--- src/rtl/leitor_matricula.sv ---
// Licence-plate entry reader: collects six 4-bit characters, validates the
// pair pattern (two-digit/two-letter groups) and publishes accepted plates.
module leitor_matricula #(
    parameter int unsigned TIMEOUT = 1000
) (
    input  logic        CLK,
    input  logic        RST_N,
    input  logic [3:0]  Char,
    input  logic        CharVal,
    input  logic        Clear,
    output logic [23:0] Matricula,
    output logic        MatrVal,
    output logic        Erro,
    output logic [2:0]  Count
);

    localparam int unsigned TW = (TIMEOUT > 1) ? $clog2(TIMEOUT) : 1;
    localparam logic [TW-1:0] TLAST = TW'(TIMEOUT - 1);

    typedef enum logic [2:0] {
        IDLE    = 3'd0,
        COLLECT = 3'd1,
        CHECK   = 3'd2,
        DONE    = 3'd3,
        ERR     = 3'd4
    } state_t;

    localparam logic [1:0] K_DIGIT  = 2'd0;
    localparam logic [1:0] K_LETTER = 2'd1;
    localparam logic [1:0] K_MIXED  = 2'd2;

    state_t          state, state_nxt;
    logic [23:0]     shreg, shreg_nxt;
    logic [23:0]     matr_nxt;
    logic [TW-1:0]   timer, timer_nxt;
    logic [2:0]      count_nxt;
    logic            matrval_nxt, erro_nxt;
    logic            char_ok, char_bad, expired, plate_ok;
    logic [1:0]      k1, k2, k3;
    logic [1:0]      n_letters;

    function automatic logic [1:0] pair_kind(input logic [7:0] p);
        logic d_hi, d_lo, l_hi, l_lo;
        d_hi = (p[7:4] <= 4'h9);
        d_lo = (p[3:0] <= 4'h9);
        l_hi = (p[7:4] >= 4'hA) && (p[7:4] <= 4'hE);
        l_lo = (p[3:0] >= 4'hA) && (p[3:0] <= 4'hE);
        if (d_hi && d_lo)      return K_DIGIT;
        else if (l_hi && l_lo) return K_LETTER;
        else                   return K_MIXED;
    endfunction

    assign char_ok  = CharVal && (Char != 4'hF);
    assign char_bad = CharVal && (Char == 4'hF);
    assign expired  = (timer == TLAST);

    // Plate format check on the fully assembled entry
    always_comb begin
        k1 = pair_kind(shreg[23:16]);
        k2 = pair_kind(shreg[15:8]);
        k3 = pair_kind(shreg[7:0]);
        n_letters = 2'((k1 == K_LETTER)) + 2'((k2 == K_LETTER)) + 2'((k3 == K_LETTER));
        plate_ok = (k1 != K_MIXED) && (k2 != K_MIXED) && (k3 != K_MIXED) &&
                   ((n_letters == 2'd1) || (n_letters == 2'd2));
    end

    // State register
    always_ff @(posedge CLK or negedge RST_N) begin
        if (!RST_N) state <= IDLE;
        else        state <= state_nxt;
    end

    // Next-state logic; priority Clear > CharVal > timeout
    always_comb begin
        state_nxt = state;
        case (state)
            IDLE, DONE, ERR: begin
                if (char_bad)     state_nxt = ERR;
                else if (char_ok) state_nxt = COLLECT;
            end
            COLLECT: begin
                if (Clear)                           state_nxt = IDLE;
                else if (char_bad)                   state_nxt = ERR;
                else if (char_ok && Count == 3'd5)   state_nxt = CHECK;
                else if (!CharVal && expired)        state_nxt = ERR;
            end
            CHECK: begin
                if (Clear)         state_nxt = IDLE;
                else if (plate_ok) state_nxt = DONE;
                else               state_nxt = ERR;
            end
            default: state_nxt = IDLE;
        endcase
    end

    // Next values of the datapath and the registered outputs
    always_comb begin
        shreg_nxt   = shreg;
        matr_nxt    = Matricula;
        matrval_nxt = MatrVal;
        erro_nxt    = Erro;
        count_nxt   = Count;
        timer_nxt   = timer;
        case (state)
            IDLE, DONE, ERR: begin
                if (char_bad) begin
                    erro_nxt    = 1'b1;
                    matrval_nxt = 1'b0;
                    count_nxt   = 3'd0;
                end else if (char_ok) begin
                    shreg_nxt   = {Char, 20'h0};
                    count_nxt   = 3'd1;
                    matrval_nxt = 1'b0;
                    erro_nxt    = 1'b0;
                    timer_nxt   = '0;
                end
            end
            COLLECT: begin
                if (Clear) begin
                    shreg_nxt = '0;
                    count_nxt = 3'd0;
                    timer_nxt = '0;
                end else if (char_bad) begin
                    erro_nxt    = 1'b1;
                    matrval_nxt = 1'b0;
                    count_nxt   = 3'd0;
                    timer_nxt   = '0;
                end else if (char_ok) begin
                    for (int i = 0; i < 6; i++) begin
                        if (Count == 3'(i)) shreg_nxt[23-4*i -: 4] = Char;
                    end
                    count_nxt = Count + 3'd1;
                    timer_nxt = '0;
                end else if (expired) begin
                    erro_nxt    = 1'b1;
                    matrval_nxt = 1'b0;
                    count_nxt   = 3'd0;
                    timer_nxt   = '0;
                end else begin
                    timer_nxt = timer + TW'(1);
                end
            end
            CHECK: begin
                count_nxt = 3'd0;
                if (Clear) begin
                    shreg_nxt = '0;
                end else if (plate_ok) begin
                    matr_nxt    = shreg;
                    matrval_nxt = 1'b1;
                    erro_nxt    = 1'b0;
                end else begin
                    erro_nxt    = 1'b1;
                    matrval_nxt = 1'b0;
                end
            end
            default: begin
                count_nxt = 3'd0;
                timer_nxt = '0;
            end
        endcase
    end

    // Datapath and output registers
    always_ff @(posedge CLK or negedge RST_N) begin
        if (!RST_N) begin
            shreg     <= '0;
            Matricula <= '0;
            MatrVal   <= 1'b0;
            Erro      <= 1'b0;
            Count     <= 3'd0;
            timer     <= '0;
        end else begin
            shreg     <= shreg_nxt;
            Matricula <= matr_nxt;
            MatrVal   <= matrval_nxt;
            Erro      <= erro_nxt;
            Count     <= count_nxt;
            timer     <= timer_nxt;
        end
    end

endmodule

--- config.mk ---
export PLATFORM = sky130hd
export DESIGN_NAME = leitor_matricula
export DESIGN_NICKNAME = d
export VERILOG_FILES = /design/src/rtl/leitor_matricula.sv
export SDC_FILE = /design/constraint.sdc
export NUM_CORES = 1
export LEC_CHECK = 0
export ABC_AREA = 1
export BUFFER_PORTS_ARGS = -buffer_cell sky130_fd_sc_hd__buf_2
export CAP_MARGIN = 20
export CORE_MARGIN = 2
export CORE_UTILIZATION = 55
export CTS_BUF_LIST = sky130_fd_sc_hd__clkbuf_8
export CTS_CLUSTER_DIAMETER = 150
export DETAILED_ROUTE_END_ITERATION = 10
export PLACE_DENSITY = 0.84
export REMOVE_ABC_BUFFERS = 1
export SETUP_SLACK_MARGIN = 0.3
export SYNTH_ARGS = -nofsm -noshare
export SYNTH_HDL_FRONTEND = slang
export SYNTH_SLANG_ARGS = --single-unit
--- constraint.sdc ---
create_clock -name CLK -period 2.9 [get_ports CLK]
set_input_delay 0.435 -clock CLK [delete_from_list [all_inputs] [get_ports CLK]]
set_output_delay 0.435 -clock CLK [all_outputs]
set_load 0.03 [all_outputs]
==> qor.txt <==
status: finished, final reports clean
vias in the first global route: 2604
TritonCTS buffer count: 9
Cell variety after synth: 35
Critical Path End Type: flop
core area: 0.00592 mm2
final WL: 6950 um
crit path cell chain: o21ai_0, nor2_1, nand2_1, inv_1, fa_1, xnor2_1, a21oi_1, nand3_2, buf_12, nand2_1, nand2_1, nand2_1
Clock Latency Late Sink: 0.35 ns
clock tree buffer depth: 2
startpoint of the worst register-to-register path: shreg[22]
Hold Fails Final Rpt: 0
IO Port Bufs: 36
Post-synth EDFFs: 0
IO Pins: 37
H-tree depth: 3
Initial DRC Count: 173
CP bufs+invs: 2
Period minus WS final: 2.33 ns
Peak VDD IR: 419 uV
GP Congestion: 0.851
Cell Area, Synth: 0.00337 mm2
Num Clock Sinks: 66
# setup viols final: 0
placed wire-length estimate: 4880 um
row count: 28
first-pass GRT wire length: 11700 um
hold slack: 0.277 ns
max incr delay on CP: 0.49 ns
RSZ-0062 raised after global routing: no
Via Count: 2759
number of max-cap violations: 0
# hold bufs at CTS: 0
worst slack at placement: 0.560 ns
DR vias/cell: 5.26
GRT Total Usage: 0.229
n_diodes: 0
Mapped Cells: 403
Tot Pwr: 2960 uW
Tcrit/Tclk final: 0.802
Critical-path top delay cell: fa_1
grt met3 use: 0.0630
ys async rst share: 1.00
most frequent cells in the layout: nand2_1 (100), dfrtp_1 (66), inv_1 (59)
CP Launch Type: flop
Leak: 0.00200 uW
global route hottest layer: met2
die height: 82.3 um
Slew Limit Headroom: 0.439
total grt overflow: 0
area grow syn2layout: 13.7%
Max Slew Vio Count: 0
crit path from: shreg[22]
WL/cell: 13.2 um
clk_skew: 0.00690 ns
CP arrival: 2.56 ns
fin nets: 461
clk root buf: clkbuf_8
Fmax achieved: 430 MHz
CTS tree: done
largest net degree at the start of global routing: 67
DR pass1 iterations: 5
Ys Warns: 0
commonest non-fill, non-tap cell in the layout: nand2_1
chip width: 82.3 um
Worst-path clk slew: 0.07 ns
worst slew pin tran: 0.842 ns
GR Util met2: 0.367
HP Class: in2async
Mean Syn Cell Area: 8.36 um2
Crit path top cell by count: nand2_1
DRT antenna net count: 0
DRC Markers: 0
share of layout cells above drive strength 1: 0.211
die area: 0.00677 mm2
PwrDens: 773 mW/mm2
post-synthesis register bit count: 66
Crit path required time: 3.14 ns
sequential-to-total area share from yosys stat: 0.490
met1 usage: 0.301
antenna violations before repair: 0
Setup WS post-layout: 0.574 ns
Worst Path Class, Setup: reg2reg
Synth Flop Type: dfrtp_1
Critical Path Fanout Max: 47
CP top delay family: adder cells
initial cell density of the core: 0.569
Fin Setup TNS: 0 ns
-- cell type report --
| class | instances | area, um2 |
|---|---|---|
| clock buffer | 11 | 151 |
| clock inverter | 4 | 67.6 |
| fill | 496 | 2090 |
| inverter | 63 | 241 |
| multi-input combinational | 268 | 1420 |
| sequential | 66 | 1650 |
| tap | 75 | 93.8 |
| timing repair buffer | 38 | 208 |
-- timing repair --
| item | 4_1_cts | 5_1_grt |
|---|---|---|
| setup endpoints to repair | 0 | 1 |
| setup buffers | 0 | 0 |
| gates resized for setup | 0 | 1 |
-- cell usage after synthesis (all sizes together), types with 2 or more instances --
cell type,number,area share
dfrtp,66,0.49
nand4,2,0.0037
ha,6,0.022
a21oi,14,0.022
buf,6,0.018
nor3,8,0.023
nand2,114,0.14
o21ai,65,0.11
nand3,13,0.024
nor2,35,0.042
inv,62,0.069
-- where the power goes --
part | switching (uW) | internal, uW
logic | 646 | 264
registers | 118 | 1080
clock network | 337 | 520
-- worst paths after layout --
kind | end | slack (ns) | depth (start not counted)
setup / recovery | state[0] | 0.57 | 12
hold / removal | Matricula[8] | 0.28 | 2
setup reg to reg | state[0] | 0.57 | 12
hold reg to reg | Matricula[22] | 0.47 | 2
max in group asynchronous | Erro | 2.08 | 2
min in group CLK | shreg[23] | 0.45 | 5
-- layer usage --
layer  wire length, um  part of all wire
met4                78             0.011
met2              3370              0.48
met5                 0                 0
met3               331             0.048
met1              3170              0.46
-- sequential cells by signal (all words and copies together), names as in the netlist --
register / cells
timer: 10
Matricula: 24
state: 3
MatrVal: 1
shreg: 24
Erro: 1
Count: 3
-- logic make-up (layout without fill, tap and decap cells) --
family | Yosys count | count (layout) | synth area share
adder cells (fa/ha/maj) | 7 | 7 | 0.0282
XOR/XNOR | 2 | 2 | 0.00520
flip-flops | 66 | 66 | 0.490
buffers and inverters | 69 | 116 | 0.0899
AND/OR/NAND/NOR | 176 | 176 | 0.245
AO/OA/AOI/OAI | 83 | 83 | 0.141
-- metrics by stage --
step                area, um2  utilization  cells
global placement         3610        0.610    510
CTS                      3830        0.647    525
floorplan                3310            -    397
global route             3830        0.647    525
detailed placement       3610        0.610    510
finish                   3830        0.647    525
-- worst reg2reg max path, cell delays in order (launching register included) --
cell and delay (ns):
dfrtp_1 0.41, o21ai_0 0.23, nor2_1 0.07, nand2_1 0.11
inv_1 0.07, fa_1 0.49, xnor2_1 0.23, a21oi_1 0.08
nand3_2 0.10, buf_12 0.24, nand2_1 0.10, nand2_1 0.06
nand2_1 0.04
Note: power is estimated with default switching activity, not from simulation.
